$ cat config.mk
export PLATFORM = sky130hd
export DESIGN_NAME = alu_unit
export DESIGN_NICKNAME = d
export VERILOG_FILES = /design/src/rtl/alu_unit_pkg.sv /design/src/rtl/alu_decoder.sv /design/src/rtl/alu_unit.sv
export SDC_FILE = /design/constraint.sdc
export NUM_CORES = 1
export LEC_CHECK = 0
export ABC_AREA = 1
export CORE_MARGIN = 2
export CORE_UTILIZATION = 50
export CTS_CLUSTER_DIAMETER = 120
export DETAILED_ROUTE_END_ITERATION = 6
export GPL_TIMING_DRIVEN = 0
export HOLD_SLACK_MARGIN = 0.1
export PLACE_DENSITY = 0.74
export SETUP_SLACK_MARGIN = 0.3
export SLEW_MARGIN = 10
export SYNTH_ARGS = -nofsm -noshare
export SYNTH_HDL_FRONTEND = slang
export SYNTH_SLANG_ARGS = --single-unit
$ cat constraint.sdc
create_clock -name Clock -period 4.95 [get_ports Clock]
set_clock_uncertainty 0.15 [all_clocks]
set_input_delay 0.495 -clock Clock [delete_from_list [all_inputs] [get_ports Clock]]
set_output_delay 0.495 -clock Clock [all_outputs]
set_load 0.02 [all_outputs]
$ cat src/rtl/alu_unit_pkg.sv
// Shared constants and types for the RV32I ALU: opcodes, funct3 fields,
// the instruction bit-30 select, ALUop encodings and a decode helper.
package alu_unit_pkg;

    localparam int unsigned XLEN    = 32;
    localparam int unsigned OPC_W   = 7;
    localparam int unsigned F3_W    = 3;
    localparam int unsigned ALUOP_W = 4;

    // RISC-V major opcodes
    localparam logic [OPC_W-1:0] OPC_LUI       = 7'b0110111;
    localparam logic [OPC_W-1:0] OPC_AUIPC     = 7'b0010111;
    localparam logic [OPC_W-1:0] OPC_JAL       = 7'b1101111;
    localparam logic [OPC_W-1:0] OPC_JALR      = 7'b1100111;
    localparam logic [OPC_W-1:0] OPC_LOAD      = 7'b0000011;
    localparam logic [OPC_W-1:0] OPC_STORE     = 7'b0100011;
    localparam logic [OPC_W-1:0] OPC_BRANCH    = 7'b1100011;
    localparam logic [OPC_W-1:0] OPC_ARI_ITYPE = 7'b0010011;
    localparam logic [OPC_W-1:0] OPC_ARI_RTYPE = 7'b0110011;

    // Branch funct3 values
    localparam logic [F3_W-1:0] F3_BEQ  = 3'b000;
    localparam logic [F3_W-1:0] F3_BNE  = 3'b001;
    localparam logic [F3_W-1:0] F3_BLT  = 3'b100;
    localparam logic [F3_W-1:0] F3_BGE  = 3'b101;
    localparam logic [F3_W-1:0] F3_BLTU = 3'b110;
    localparam logic [F3_W-1:0] F3_BGEU = 3'b111;

    // Integer arithmetic funct3 values
    localparam logic [F3_W-1:0] F3_ADD  = 3'b000;
    localparam logic [F3_W-1:0] F3_SLL  = 3'b001;
    localparam logic [F3_W-1:0] F3_SLT  = 3'b010;
    localparam logic [F3_W-1:0] F3_SLTU = 3'b011;
    localparam logic [F3_W-1:0] F3_XOR  = 3'b100;
    localparam logic [F3_W-1:0] F3_SR   = 3'b101;
    localparam logic [F3_W-1:0] F3_OR   = 3'b110;
    localparam logic [F3_W-1:0] F3_AND  = 3'b111;

    // Instruction bit 30 value selecting SUB / SRA
    localparam logic B30_SUB_SRA = 1'b1;

    // ALUop encodings; codes 11-15 are unused
    typedef enum logic [ALUOP_W-1:0] {
        ALU_ADD  = 4'd0,
        ALU_SUB  = 4'd1,
        ALU_AND  = 4'd2,
        ALU_OR   = 4'd3,
        ALU_XOR  = 4'd4,
        ALU_SLT  = 4'd5,
        ALU_SLTU = 4'd6,
        ALU_SLL  = 4'd7,
        ALU_SRL  = 4'd8,
        ALU_SRA  = 4'd9,
        ALU_LUI  = 4'd10
    } alu_op_e;

    // Shared funct3 decode for the I-type and R-type arithmetic groups.
    // sub_en allows bit 30 to turn ADD into SUB (R-type only).
    function automatic alu_op_e arith_op(
        input logic [F3_W-1:0] f3,
        input logic            bit30,
        input logic            sub_en
    );
        alu_op_e op;
        op = ALU_ADD;
        case (f3)
            F3_ADD:  op = (sub_en && (bit30 == B30_SUB_SRA)) ? ALU_SUB : ALU_ADD;
            F3_SLL:  op = ALU_SLL;
            F3_SLT:  op = ALU_SLT;
            F3_SLTU: op = ALU_SLTU;
            F3_XOR:  op = ALU_XOR;
            F3_SR:   op = (bit30 == B30_SUB_SRA) ? ALU_SRA : ALU_SRL;
            F3_OR:   op = ALU_OR;
            F3_AND:  op = ALU_AND;
            default: op = ALU_ADD;
        endcase
        return op;
    endfunction

endpackage

$ cat src/rtl/alu_decoder.sv
// Combinational ALUop decoder: opcode, funct3 and bit 30 -> alu_op.
module alu_decoder
    import alu_unit_pkg::*;
(
    input  logic [OPC_W-1:0] opcode,
    input  logic [F3_W-1:0]  funct,
    input  logic             add_rshift_type,
    output alu_op_e          alu_op
);

    // Branch compare selection; bit 30 is ignored for branches
    alu_op_e branch_op;

    always_comb begin
        branch_op = ALU_SUB;
        case (funct)
            F3_BEQ:  branch_op = ALU_SUB;
            F3_BNE:  branch_op = ALU_XOR;
            F3_BLT:  branch_op = ALU_SLT;
            F3_BGE:  branch_op = ALU_SLT;
            F3_BLTU: branch_op = ALU_SLTU;
            F3_BGEU: branch_op = ALU_SLTU;
            default: branch_op = ALU_SUB;
        endcase
    end

    // Major opcode dispatch; unknown opcodes fall back to ADD
    always_comb begin
        alu_op = ALU_ADD;
        case (opcode)
            OPC_LUI:       alu_op = ALU_LUI;
            OPC_AUIPC,
            OPC_JAL,
            OPC_JALR,
            OPC_LOAD,
            OPC_STORE:     alu_op = ALU_ADD;
            OPC_BRANCH:    alu_op = branch_op;
            OPC_ARI_ITYPE: alu_op = arith_op(funct, add_rshift_type, 1'b0);
            OPC_ARI_RTYPE: alu_op = arith_op(funct, add_rshift_type, 1'b1);
            default:       alu_op = ALU_ADD;
        endcase
    end

endmodule

$ cat src/rtl/alu_unit.sv
// RV32I ALU: combinational decode, one-cycle registered result and Zero flag.
// Optional feature: define ALU_SHIFT_EN to implement SLL/SRL/SRA; without it
// the shift ALUop codes still decode but produce a zero result.
module alu_unit
    import alu_unit_pkg::*;
(
    input  logic               Clock,
    input  logic               Reset,
    input  logic [OPC_W-1:0]   opcode,
    input  logic [F3_W-1:0]    funct,
    input  logic               add_rshift_type,
    input  logic [XLEN-1:0]    A,
    input  logic [XLEN-1:0]    B,
    output logic [ALUOP_W-1:0] ALUop,
    output logic [XLEN-1:0]    Out,
    output logic               Zero
);

    alu_op_e         alu_op;
    logic [XLEN-1:0] result;

`ifdef ALU_SHIFT_EN
    logic [4:0] shamt;
    assign shamt = B[4:0];
`endif

    alu_decoder u_decoder (
        .opcode          (opcode),
        .funct           (funct),
        .add_rshift_type (add_rshift_type),
        .alu_op          (alu_op)
    );

    assign ALUop = alu_op;

    // Datapath: result for the decoded operation
    always_comb begin
        result = '0;
        case (alu_op)
            ALU_ADD:  result = A + B;
            ALU_SUB:  result = A - B;
            ALU_AND:  result = A & B;
            ALU_OR:   result = A | B;
            ALU_XOR:  result = A ^ B;
            ALU_SLT:  result = XLEN'($signed(A) < $signed(B));
            ALU_SLTU: result = XLEN'(A < B);
`ifdef ALU_SHIFT_EN
            ALU_SLL:  result = A << shamt;
            ALU_SRL:  result = A >> shamt;
            ALU_SRA:  result = XLEN'($unsigned($signed(A) >>> shamt));
`else
            ALU_SLL,
            ALU_SRL,
            ALU_SRA:  result = '0;
`endif
            ALU_LUI:  result = B << 12;
            default:  result = '0;
        endcase
    end

    // Output registers; reset wins over the new result
    always_ff @(posedge Clock) begin
        if (Reset) begin
            Out  <= '0;
            Zero <= 1'b1;
        end else begin
            Out  <= result;
            Zero <= (result == '0);
        end
    end

endmodule

# --- Word-level counts from Yosys, hierarchy flattened ---
# Cells that the tools add are included.
totals:
  ff_bits: 33
  in_bits: 77
  output_inout_bits: 37
  elab_cells: 39
classes:
  addsub: 2
  order_cmp: 2
  eq_ne: 18
  n_mux: 7
  bitwise_logic: 3
  reduce_logical: 5
op_table:
  columns: ["cell", "count"]
  rows:
  - ["$pmux W32 S8", 1]
  - ["$lt A32 B32 Y1", 2]
  - ["$pmux W4 S8", 2]
  - ["$add A32 B32 Y32", 1]
  - ["$and A32 B32 Y32", 1]
  - ["$logic_not A32 Y1", 1]
  - ["$or A32 B32 Y32", 1]
  - ["$sub A32 B32 Y32", 1]
  - ["$xor A32 B32 Y32", 1]
  - ["$pmux W4 S4", 1]
  - ["$eq A7 B6 Y1 const B", 2]
  - ["$eq A3 B3 Y1 const B", 4]
  - ["$eq A4 B3 Y1 const B", 3]
  - ["$pmux W3 S3", 1]
  - ["$eq A4 B2 Y1 const B", 2]
  - ["$eq A7 B5 Y1 const B", 1]
  - ["$eq A7 B7 Y1 const B", 1]
  - ["$eq A3 B2 Y1 const B", 2]
  - ["$eq A4 B1 Y1 const B", 1]
  - ["$eq A4 B4 Y1 const B", 1]
  - ["$logic_not A4 Y1", 1]
  - ["$reduce_or A2 Y1", 2]
  - ["$eq A3 B1 Y1 const B", 1]
  - ["$logic_not A3 Y1", 1]
  - ["$mux W1", 2]

# --- Longest topological paths before layout ---
# Gate-level depths: netlist of the first run.
depth:
  ltp_word: 7
  depth_mapped: 21

# --- Modules after synthesis ---
# A second synthesis of the first run with hierarchy kept.
unflattened:
  cells_unflattened: 1559
  area_unflattened_um2: 8131.5
modules_own_cells:
  columns: ["mod", "n_inst", "cells_per_inst", "area_per_inst_um2", "seq_area_each_um2"]
  rows:
  - ["alu_unit", 1, 1507, 7882.6, 660.6]
  - ["alu_decoder", 1, 52, 249.0, 0.0]

# --- Worst setup path before layout of the first run ---
# OpenSTA, ideal clock, no wires.
synth_path:
  path_kind: "input to register"
  startpoint: "input port A[0]"
  endpoint: "register Zero"
  setup_time_ns: 0.061
  arrival_time_ns: 2.289
  t_required_ns: 4.739
  slack_ns: 2.450
  path_stages: 20
  n_path_buf: 0
  cell_sequence: "inv_1 ha_1 fa_1 inv_1 nand2_1 nand3_1 nand2_1 nand2_1 nand2_1 nand2_1 nand2_1 nand2_1 nor2_1 nor2_1 nand3_1 nor2_1 nand2_1 nor2_1 nand3_1 nand2_1"
synth_between:
  elab_chain_cells: 3
  elab_cells_between_ends: 9
synth_rtl:
  columns: ["item", "line_no", "rtl"]
  rows:
  - ["from (decl)", "alu_unit.sv:12", "input logic [XLEN-1:0] A,"]
  - ["$sub A32 B32 Y32 (tied with other cells)", "alu_unit.sv:41", "ALU_SUB: result = A - B;"]
  - ["$pmux W32 S8 (*)", "alu_unit.sv:39", "case (alu_op)"]
  - ["$logic_not A32 Y1 (*)", "alu_unit.sv:68", "Zero <= (result == '0);"]
  - ["to (signal assigned)", "alu_unit.sv:68", null]
  - ["to (decl)", "alu_unit.sv:16", "output logic Zero"]
# Mark *: on every way between the ends. The rest lies on a longest branch, timed or not.
# A chain may end at the register's enable or synchronous reset.

# --- Final worst setup path of the first run ---
layout_path:
  startpoint: "input port opcode[4]"
  endpoint: "output port ALUop[1]"
layout_between:
  elab_chain_cells: 2
  elab_cells_between_ends: 5
layout_rtl:
  columns: ["item", "line_no", "rtl"]
  rows:
  - ["from (decl)", "alu_unit.sv:9", "input logic [OPC_W-1:0] opcode,"]
  - ["$eq A7 B6 Y1 (tied with other cells)", "alu_decoder.sv:30", "case (opcode)"]
  - ["$pmux W4 S4 (*)", "alu_decoder.sv:30", null]
  - ["to (decl)", "alu_unit.sv:14", "output logic [ALUOP_W-1:0] ALUop,"]
# Marks and branches as above.

==> flow_summary.json, run 1 <==
{
  "finalCritPeriodShare_pct": 78.2,
  "postCtsHoldBufs": 0,
  "ys_types": 37,
  "synth_nets": 1745,
  "cts_root_buf": "clkbuf_16",
  "htreeDepth": 2,
  "ant_nets": 0,
  "postCtsSetupBuffers": 0,
  "track_usage_pct": 40.7,
  "diodes": 0,
  "worstSetupEndpointType": "output port",
  "clk_path_buf_depth": 2,
  "core_area_sq_um": 15900,
  "ys.flop_type": "dfxtp_1",
  "antenna_found_initial": 0,
  "power.share.sequential_pct": 18.7,
  "grt_first_pass_wirelength_um": 53900,
  "synth-edff-count": 0,
  "max-vdd-ir-drop_mv": 0.192,
  "ys.warnings.count": 0,
  "dieArea_sq_um": 17400,
  "netlist_instances": 1561,
  "power_frac_comb_pct": 62.7,
  "crit_path_start_kind": "primary input",
  "final_util_pct": 60.8,
  "slew_viol_final": 0,
  "clkSinkCount": 33,
  "setup_viol": 0,
  "drtIter0Drc": 1363,
  "cts_buffers": 5,
  "place_hpwl_um": 29700,
  "fmax_mhz": 258,
  "netlist_area_sq_um": 8160,
  "drive_gt1_share_pct": 4.52,
  "numPortBuffers": 112,
  "synth_area_leader_cell": "nand2_1",
  "seq_area_frac_synth_pct": 8.09,
  "layout_common_cells": "nand2_1 (493), inv_1 (302), nand3_1 (188), nor2_1 (165), clkdlybuf4s50_1 (112)",
  "clkPwrFrac_pct": 18.5,
  "power.switching_w": 0.000818,
  "hold_viol": 0,
  "p_per_area_nw_per_um2": 170,
  "hold_class": "primary input to flip-flop",
  "syn_area_per_cell_sq_um": 5.23,
  "first_pass_iters": 6,
  "worstPathMaxFanout": 10,
  "maxCapViolCount": 0,
  "tightest_slew_ns": 1.02,
  "via_per_inst": 5.58,
  "critPathRequiredTime_ns": 4.30,
  "final_common_cell": "nand2_1",
  "initial_core_util_pct": 51.2,
  "clk_pin_slew_ns": 0.06,
  "synth_top_area_share_pct": 22.7,
  "critPathArrivalTime_ns": 3.23,
  "die_w_um": 132,
  "rsz0062_at_grt": "false",
  "drc_errors": 0,
  "maxSlewHeadroom_pct": 31.9,
  "switching_share_pct": 49.7,
  "fillCellCount": 1672,
  "fin_tns_setup_ns": 0,
  "grt_pass1_vias": 9632,
  "dieHeight_um": 132,
  "synth-seq-cells": 33,
  "grt_max_degree": 12,
  "period_needed_ns": 3.87,
  "wirelength_um": 36300,
  "vias": 10600,
  "internal-power_w": 0.000830,
  "cts_tree": "done",
  "finalNetCount": 1864,
  "p_leak_nw": 5.57,
  "synth_area_leaders": "nand2_1 (23%), ha_1 (16%), inv_1 (14%)",
  "cts.repair.resized": 0,
  "area_delta_synth_final_pct": 18.8,
  "io_pins": 114,
  "worstSetupPathType": "primary input to output port",
  "rows": 46,
  "gp_congestion": 1.08,
  "ys_async_sr_fraction_pct": 0,
  "wl_per_cell_um": 19.2,
  "status": "completed",
  "globalRouteOverflowTotal": 0
}
## cells by family after synthesis
logic type | after synthesis | share of synthesized area, %
xor+xnor | 14 | 1.50
compound gates | 132 | 8.60
buf+inv | 362 | 17.9
fa+ha+maj | 107 | 16.6
flops | 33 | 8.09
simple gates | 913 | 47.3
## state kept, by name, indices dropped and copies added, names as in the netlist
register	flops
Out	32
Zero	1
## stage by stage
step | total power, W | setup slack [ns] | hold slack (ns) | area [sq um] | cells
CTS | 0.00161 | 1.21 | 0.569 | 9700 | 1897
finish | 0.00165 | 1.08 | 0.560 | 9700 | 1897
detailed placement | 0.00130 | 1.02 | 0.856 | 9550 | 1889
floorplan | 0.000916 | 2.45 | 0.583 | 8160 | 1561
global placement | 0.00129 | 1.06 | 0.850 | 9550 | 1889
global route | 0.00175 | 0.969 | 0.577 | 9700 | 1897
## synthesized netlist by cell type (all sizes together), types with 11 or more instances
cell type / n
ha: 105
nand4: 35
xor2: 14
dfxtp: 33
inv: 308
a21oi: 60
buf: 45
nand2: 499
nand3: 190
nor3: 11
nor2: 174
o21ai: 50
## critical path: stages
cell and delay (ns):
clkdlybuf4s50_1 0.49, nand2_1 0.06, nor2_1 0.17, nand2_2 0.22, nand3_1 0.24, clkbuf_1 0.79, clkdlybuf4s50_1 0.76
## power groups by stage
stage | sequential, W | combinational, W | clock (W)
final | 0.000309 | 0.00103 | 0.000305
after detailed placement | 0.000315 | 0.000986 | 0
after CTS | 0.000310 | 0.000991 | 0.000305
after floorplan | 0.000359 | 0.000557 | 0
after global routing | 0.000313 | 0.00111 | 0.000321
after global placement | 0.000313 | 0.000975 | 0
## layer usage
layer / up-vias / track usage [%] / share of wire (%)
li1: 5050 / - / -
met1: 4683 / 54.5 / 40
met2: 727 / 61.3 / 41
met3: 115 / 11.3 / 15
met4: 2 / 16.8 / 4.6
met5: - / 3.06 / 0.18
## worst paths after layout
kind                       end  cells after the start  startpoint
worst min-delay path   Out[20]                      2       Reset
worst max-delay path  ALUop[1]                      7   opcode[4]
## final cells by class
cell class	instances	area (sq um)	share of cell area (%)
Sequential cell	33	661	6.81
Clock buffer	5	125	1.29
Inverter	309	1160	12.0
Clock inverter	3	17.5	0.181
Timing Repair Buffer	112	1120	11.6
Buffer	53	302	3.11
Tap cell	216	270	2.79
Multi-Input combinational cell	1166	6040	62.3
Power figures use the tool's default switching activity.
==> run 2, diff against run 1 <==
- clock period: 4.95 -> 3.6 ns (I/O delays scaled with it)
==> flow_summary.json, run 2 (synthesis results as in run 1) <==
{
  "grt_first_pass_wirelength_um": 54000,
  "tightest_slew_ns": 0.851,
  "power.share.sequential_pct": 17.9,
  "antenna_found_initial": 1,
  "hold_viol": 0,
  "fmax_mhz": 311,
  "largest_register_ffs": 32,
  "met2_length_um": 15100,
  "p_per_area_nw_per_um2": 232,
  "top_regs": "Out x32, Zero x1",
  "track_usage_pct": 40.8,
  "critPathArrivalTime_ns": 2.71,
  "met3RoutedLength_um": 5510,
  "worstSetupPathType": "primary input to output port",
  "regMostFlops": "Out",
  "crit_path_start_kind": "primary input",
  "clk_pin_slew_ns": 0.05,
  "worstPathMaxFanout": 11,
  "core_area_sq_um": 15900,
  "grt_max_degree": 12,
  "via_per_inst": 5.66,
  "power.total_w": 0.00237,
  "holdWs_ns": 0.443,
  "clkSinkCount": 33,
  "place_area_sq_um": 9550,
  "ant_nets": 0,
  "vias": 10800,
  "finalNetCount": 1869,
  "grt_pass1_vias": 9644,
  "final_common_cell": "nand2_1",
  "setup_viol": 0,
  "period_needed_ns": 3.22,
  "cp-startpoint": "funct[2]",
  "internal-power_w": 0.00119,
  "place_hpwl_um": 29700,
  "wl_met1_um": 14400,
  "cts_buffers": 5,
  "wirelength_um": 36800,
  "layout_common_cells": "nand2_1 (483), inv_1 (292), nand3_1 (173), nor2_1 (135), ha_1 (101)",
  "finalCritPeriodShare_pct": 89.4,
  "clkPwrFrac_pct": 17.9,
  "cts_root_buf": "clkbuf_16",
  "gp_congestion": 1.08,
  "p_leak_nw": 5.89,
  "status": "completed",
  "clk_path_buf_depth": 2,
  "cts_tree": "done",
  "slew_viol_final": 0,
  "globalRouteOverflowTotal": 0,
  "maxCapViolCount": 0,
  "first_pass_iters": 6,
  "htreeDepth": 2,
  "drive_gt1_share_pct": 10.2,
  "max-vdd-ir-drop_mv": 0.265,
  "die_w_um": 132,
  "numPortBuffers": 112,
  "dieHeight_um": 132,
  "drtIter0Drc": 1358,
  "hold_start": "Reset",
  "worstSetupEndpointType": "output port",
  "wl_per_cell_um": 19.3,
  "critPathRequiredTime_ns": 3.09,
  "power_frac_comb_pct": 64.2,
  "drc_errors": 0,
  "rows": 46,
  "top_layer": "met5",
  "power.switching_w": 0.00118,
  "hold_class": "primary input to flip-flop",
  "maxSlewHeadroom_pct": 43.2,
  "finalInstanceArea_sq_um": 10200,
  "initial_core_util_pct": 51.2,
  "rsz0062_at_grt": "false",
  "io_pins": 114,
  "dieArea_sq_um": 17400,
  "cp-endpoint": "ALUop[0]",
  "switching_share_pct": 49.8,
  "area_delta_synth_final_pct": 25.3
}
==> run 2: timing repair <==
item	CTS	global route
hold endpoints to repair	0	0
hold buffers	0	0
resized for setup	6	157
buffers inserted	0	5
endpoints found under the setup margin	4	2
pin swaps	0	6
==> run 2: how the worst min path moves through the flow <==
| stage | cells past startpoint | end | slack (ns) |
|---|---|---|---|
| global route | 2 | Out[17] | 0.44 |
| finish | 2 | Out[18] | 0.44 |
| global placement | 2 | Out[18] | 0.71 |
| CTS | 2 | Out[20] | 0.43 |
| floorplan | 4 | Out[12] | 0.45 |
| detailed placement | 2 | Out[20] | 0.72 |
==> run 2: layout make-up <==
cell class	count	area (sq um)
Multi-Input combinational cell	1166	6410
Fill cell	1598	5720
Timing Repair Buffer	117	1210
Inverter	309	1160
Sequential cell	33	661
Buffer	53	365
Tap cell	216	270
Clock buffer	5	125
Clock inverter	3	17.5
Antenna cell	1	2.50
==> run 2: through the flow <==
| stage | setup TNS (ns) | worst slack [ns] | util, % | instances |
|---|---|---|---|---|
| after global routing | 0 | 0.243 | 64.1 | 1902 |
| after detailed placement | -0.195 | -0.195 | 59.9 | 1889 |
| final | 0 | 0.380 | 64.1 | 1903 |
| after CTS | 0 | 0.173 | 60.9 | 1897 |
| after floorplan | 0 | 1.24 | - | 1561 |
| after global placement | -0.157 | -0.157 | 59.9 | 1889 |
==> run 2: metal layers <==
layer  up-vias  global-route usage (%)
met2       744                    60.8
li1       5060                       -
met3       113                    12.1
met5         -                    3.06
met4         2                    17.4
met1      4853                    54.4
==> run 2: power by group through the flow <==
stage,Combinational (W),Sequential [W],Clock [W]
6_report,0.00152,0.000425,0.000424
5_1_grt,0.00164,0.000430,0.000442
4_1_cts,0.00136,0.000426,0.000419
3_5_place_dp,0.00136,0.000433,0
3_3_place_gp,0.00134,0.000430,0
2_1_floorplan,0.000765,0.000493,0
==> run 2: worst max-delay path, cell delays in order <==
cell and delay [ns]:
clkdlybuf4s50_1 0.49, inv_2 0.13, nand2_1 0.06, nor2_1 0.10, nand3_1 0.12, nand3_4 0.19, clkdlybuf4s15_2 0.55, clkdlybuf4s50_1 0.70
==> patch 1: new RTL, flow settings as in run 2 <==
The package constant `F3_W` goes from 3 to 5.
--- a/src/rtl/alu_unit_pkg.sv
+++ b/src/rtl/alu_unit_pkg.sv
@@ -4,7 +4,7 @@
 
     localparam int unsigned XLEN    = 32;
     localparam int unsigned OPC_W   = 7;
-    localparam int unsigned F3_W    = 3;
+    localparam int unsigned F3_W    = 5;
     localparam int unsigned ALUOP_W = 4;
 
     // RISC-V major opcodes
Interface: changed (resized funct); port bits go from 114 to 116. The function was not compared with the original's and may differ.
==> patch 1 against run 2 <==
  * Synthesized area increased by 8.1%
  * Non-clock buffer count grew 10
  * Highest routed layer is now met4
  * Worst setup slack got worse by 0.090 ns
  * Sequential share of layout area shrank 0.46 points
  * Sequential cell count stayed put
  * Cell area up 7.6%
  * Routed wire length rose by 3.9%
  * Total power up 5.0%
==> patch 1: results (changes against run 2) <==
Run status
  – Run status: complete, no violations

Logic synthesis
  – Post-synth top flop: dfxtp_1
  – Largest cells by area after synthesis: nand2_1, inv_1, ha_1
  – Xor and xnor fraction of the mapped netlist area: 2.58% (+1.1 points)
  – Share of flip-flops with an asynchronous set or reset: 0% (unchanged)
  – Compound-Gate Fraction of Synth Area: 5.98% (-2.6 points)
  – Post-synth cell types: 35 (-5.4%)
  – Syn. warnings: 0 (unchanged)
  – Mux share of post-synthesis cell area: 0% (unchanged)
  – Gate Count Post-Synth: 1731 (+11%)
  – Seq/Total Area, Yosys: 7.49% (-0.61 points)
  – Post-Synth Adder-Cell Area: 14.1% (-2.5 points)
  – Top cells by count, synth: nand2_1, inv_1, nor2_1
  – Syn_nets: 1908 (+9.3%)

Critical path
  – Crit path launch: B[8]
  – CP max FO: 8 (-3)
  – Critical path destination: Zero$_SDFF_PP1_
  – Worst EP arrival: 3.38 ns (+0.67 ns)

Global route
  – First-pass GRT wire length: 55.7 mm (+3.2%)
  – Vias in the first global route: 10.2k (+5.8%)
  – Initial antenna violation count: 0 (-1)
  – GRT Total Usage: 40.2% (-0.63 points)
  – Largest net degree at the start of global routing: 11 (-1)

Routing
  – Avg WL per Cell: 18.3 µm (-5.2%)
  – DRT Wirelength: 38.2 mm (+3.9%)
  – Vias: 11.3k (+5.1%)
  – Initial DRC Count: 1381 (+1.7%)
  – Detailed Routing Iterations Pass 1: 6 (unchanged)

STA
  – Final setup margin: 0.290 ns (-0.0905 ns)
  – Max-slew violation count: 0 (unchanged)
  – Rel. slew slack: 55.8% (+13 points)

Clocking
  – Worst-path clk slew: 0.05 ns (about the same)
  – Cts bufs inserted: 5 (unchanged)
  – CTS Buffer Depth: 2 (unchanged)
  – Clock Tree Root: clkbuf_16

Placement
  – Place WS: -0.534 ns (-0.339 ns)
  – Placed cells: 2070 (+9.6%)
  – RePlAce Congestion: 1.10 (+2.1%)
  – Number of buffers added on ports: 114 (+1.8%)
  – Post-place instance area: 10200 µm² (+7.3%)
  – DPL Wire Length: 31.5 mm (+6.0%)

Final layout
  – Share of layout cells above drive strength 1: 10.6% (+0.38 points)
  – # diodes: 0 (-1)
  – Nets@finish: 2037 (+9.0%)

Worst hold path
  – Hold Path Class: in2reg

Power and ir drop
  – Pleak: 6.47 nW (+9.8%)
  – Peak VDD IR: 0.416 mV (+57%)
[patch 1: worst min path at each step]
stage,startpoint,end,slack [ns],depth (start not counted)
detailed placement,Reset,Out[27]$_SDFF_PP0_,0.92,3
global route,B[0],Out[12]$_SDFF_PP0_,0.62,5
CTS,Reset,Out[27]$_SDFF_PP0_,0.63,3
floorplan,Reset,Out[27]$_SDFF_PP0_,0.36,2
global placement,Reset,Out[27]$_SDFF_PP0_,0.92,3
finish,B[0],Out[12]$_SDFF_PP0_,0.61,5
[patch 1: logic make-up after synthesis]
kind of cell,after synthesis
buffers and inverters,452
adders and majority gates,98
DFF,33
xor gates and xnor gates,26
AOI/OAI and AO/OA,96
and+or+nand+nor,1026
[patch 1: power breakdown]
| part | switching [W] | total [W] | internal [W] |
|---|---|---|---|
| clock network | 0.000144 | 0.000436 | 0.000292 |
| logic | 0.00106 | 0.00163 | 0.000576 |
| registers | 0.0000116 | 0.000425 | 0.000413 |
[patch 1: layout make-up]
type / instances / area [µm²]
fillers: 1759 / 6290
flip-flops and latches: 33 / 661
plain buffers: 58 / 400
well taps: 225 / 282
clock inverters: 1 / 5.00
repair buffers: 122 / 1210
clock buffers: 7 / 153
multi-input cells: 1246 / 6810
inverters: 394 / 1490
[patch 1: worst max-delay path, cell delays in order]
cell	delay (ns)
clkdlybuf4s50_1	0.50
inv_1	0.12
ha_1	0.28
clkbuf_4	0.20
o21bai_1	0.30
nand2_1	0.10
nand2_1	0.16
nand2_1	0.08
nand2_1	0.10
inv_1	0.06
nand2_2	0.13
xor2_1	0.16
nor2_1	0.06
nor2_1	0.11
nand3b_1	0.18
nor2_1	0.17
nand3_1	0.10
nor2_2	0.11
nand2_1	0.06
nand2_1	0.05
[patch 1: layer usage]
metal  routed length, µm  up-vias  global-route usage [%]
met5                   0        -                       0
li1                    -     5474                       -
met4                2170        0                    20.6
met2               16200      702                    62.7
met1               15100     5006                    52.2
met3                4670      135                    8.07
[patch 1: metrics by stage]
| stage | total power [W] | TNS (ns) | hold slack, ns | utilization (%) |
|---|---|---|---|---|
| global route | 0.00265 | 0 | 0.619 | 63.6 |
| detailed placement | 0.00187 | -1.01 | 0.921 | 59.2 |
| finish | 0.00249 | 0 | 0.606 | 63.6 |
| CTS | 0.00234 | 0 | 0.633 | 60.9 |
| floorplan | 0.00133 | 0 | 0.360 | - |
| global placement | 0.00186 | -0.904 | 0.919 | 59.2 |
[patch 1: repair_timing]
item / 4_1_cts / 5_1_grt
setup buffers: 1 / 7
pin swaps: 2 / 6
setup endpoints to repair: 8 / 12
resized for setup: 40 / 136
==> patch 2: new RTL, flow settings as in run 2 <==
Made on the original files. Reset style: asynchronous (`Reset`), changed in one clocked block.
--- a/src/rtl/alu_unit.sv
+++ b/src/rtl/alu_unit.sv
@@ -59,7 +59,7 @@
     end
 
     // Output registers; reset wins over the new result
-    always_ff @(posedge Clock) begin
+    always_ff @(posedge Clock or posedge Reset) begin
         if (Reset) begin
             Out  <= '0;
             Zero <= 1'b1;
Behaviour: differs if Reset is asserted again (counterexample within 4 cycles, from zero or initial values and one cycle with Reset high); with Reset held inactive, the same outputs for 10 cycles.
==> patch 2 against run 2 <==
  * First-iteration DRC count decreased by 9.3%
  * Sequential cell count unchanged
  * Fmax decreased by 3.0%
  * Synthesized area increased by 7.5%
  * Hold slack got worse by 0.10 ns
  * Sequential share of layout area increased by 1.4 points
  * Clock power increased by 3%
  * Worst setup slack got worse by 0.10 ns
  * Routed wire length decreased by 4.7%
  * Cell area increased by 3.5%
  * Total power increased by 2.5%
  * Die area increased by 7.3%
  * Critical path type is now in2reg
  * Critical endpoint is now Zero$_DFF_PP1_
  * Largest cell class unchanged
==> patch 2: results (changes against run 2) <==
Placement
  – RePlAce Congestion: 0.999 (-7.4%)
  – Number of buffers added on ports: 113 (+0.89%)
  – DPL Wire Length: 29.5 mm (-0.65%)
  – Post-place instance area: 10200 µm² (+6.6%)

Clocking
  – CTS Buffer Depth: 2 (unchanged)
  – Worst-path clk slew: 0.05 ns (about the same)
  – H-Tree Depth: 2 (unchanged)
  – Cts bufs inserted: 5 (unchanged)
  – Clock Tree Root: clkbuf_16

Global route
  – Largest net degree at the start of global routing: 34 (+22)
  – First-pass GRT wire length: 51.9 mm (-3.8%)
  – Vias in the first global route: 9569 (-0.78%)
  – Initial antenna violation count: 0 (-1)
  – GRT Total Usage: 37.5% (-3.3 points)

STA
  – Worst Max-Slew Pin Slew: 0.613 ns (-0.238 ns)
  – Setup violations, final: 0 (unchanged)

Worst hold path
  – Hold Path Class: in2async

Critical path
  – Critical path's slowest cell: clkdlybuf4s50_1
  – Delay-heaviest family, CP: simple AND/OR/NAND/NOR gates
  – Max incr delay on CP: 0.53 ns (-0.17 ns)
  – CP max FO: 9 (-2)
  – Worst EP arrival: 3.38 ns (+0.67 ns)

Logic synthesis
  – Top cells by count, synth: nand2_1, inv_1, nand3_1
  – Post-Synth Adder-Cell Area: 15.4% (-1.2 points)
  – Synth area leader: nand2_1
  – Post-synth cell types: 35 (-5.4%)
  – Syn. warnings: 0 (unchanged)
  – Syn_nets: 1877 (+7.6%)
  – Compound-Gate Fraction of Synth Area: 4.09% (-4.5 points)
  – Mux share of post-synthesis cell area: 0% (unchanged)
  – Seq/Total Area, Yosys: 9.43% (+1.3 points)
  – Share of flip-flops with an asynchronous set or reset: 100% (+100 points)
  – Post-synth top flop: dfrtp_1
  – Xor and xnor fraction of the mapped netlist area: 0.799% (-0.70 points)
  – Largest cells by area after synthesis: nand2_1, inv_1, ha_1

Final layout
  – Largest registers: Out: 32 flops, Zero: 1 flops
  – # diodes: 0 (-1)
  – Nets@finish: 1998 (+6.9%)
  – Fill cells: 1814 (+14%)
  – Share of layout cells above drive strength 1: 7.44% (-2.8 points)

Routing
  – Detailed Routing Iterations Pass 1: 6 (unchanged)
  – DRT Wirelength: 35.1 mm (-4.7%)
  – Initial DRC Count: 1232 (-9.3%)
  – Via/cell ratio: 5.29 (-6.5%)

Power and ir drop
  – Pleak: 6.38 nW (+8.3%)
  – Switching share of power: 48.0% (-1.9 points)
  – Peak VDD IR: 0.334 mV (+26%)

Run status
  – Run status: complete, no violations
patch 2: what timing repair did:
| action | 4_1_cts | 5_1_grt |
|---|---|---|
| pin swaps | 0 | 4 |
| cloned | 0 | 0 |
| gates resized for setup | 20 | 57 |
| setup buffers | 0 | 1 |
| endpoints found under the setup margin | 1 | 2 |
patch 2: logic make-up after synthesis:
| family | count (synthesis) |
|---|---|
| simple gates | 1042 |
| buf+inv | 434 |
| fa+ha+maj | 107 |
| compound gates | 69 |
| flops | 33 |
| xor+xnor | 8 |
patch 2: how the worst max path moves through the flow:
| stage | start | end |
|---|---|---|
| finish | A[25] | Zero$_DFF_PP1_ |
| global route | A[25] | Zero$_DFF_PP1_ |
| CTS | B[7] | Zero$_DFF_PP1_ |
| detailed placement | B[15] | Zero$_DFF_PP1_ |
| global placement | B[15] | Zero$_DFF_PP1_ |
| floorplan | A[0] | Zero$_DFF_PP1_ |
patch 2: power groups by stage:
| stage | Combinational (W) | Sequential, W | Clock [W] |
|---|---|---|---|
| after global placement | 0.00144 | 0.000459 | 0 |
| after global routing | 0.00169 | 0.000462 | 0.000451 |
| after detailed placement | 0.00145 | 0.000464 | 0 |
| after floorplan | 0.000788 | 0.000554 | 0 |
| after CTS | 0.00147 | 0.000457 | 0.000443 |
| final | 0.00154 | 0.000456 | 0.000436 |
patch 2: area by class of cell:
class / instances / area share (%)
Buffer: 50 / 3.13
Clock buffer: 7 / 1.44
Clock inverter: 1 / 0.0473
Inverter: 384 / 13.6
Multi-Input combinational cell: 1226 / 60.3
Sequential cell: 33 / 7.82
Tap cell: 225 / 2.66
Timing Repair Buffer: 114 / 10.9
patch 2: layer usage:
layer  up-vias  wire, µm  track usage [%]
met2       561     15100             59.0
met1      4818     14700             51.7
met5         -         0                0
met4         0      1280             15.3
li1       5342         -                -
met3        80      4010             4.70
patch 2: stage by stage:
stage / std cells / worst slack (ns) / utilization (%) / hold WS, ns / setup TNS (ns)
floorplan: 1693 / 1.18 / - / 0.338 / 0
global placement: 2031 / -0.233 / 59.1 / 0.834 / -0.233
detailed placement: 2031 / -0.260 / 59.1 / 0.876 / -0.260
CTS: 2039 / 0.315 / 60.3 / 0.588 / 0
global route: 2040 / 0.215 / 61.4 / 0.430 / 0
finish: 2040 / 0.279 / 61.4 / 0.339 / 0
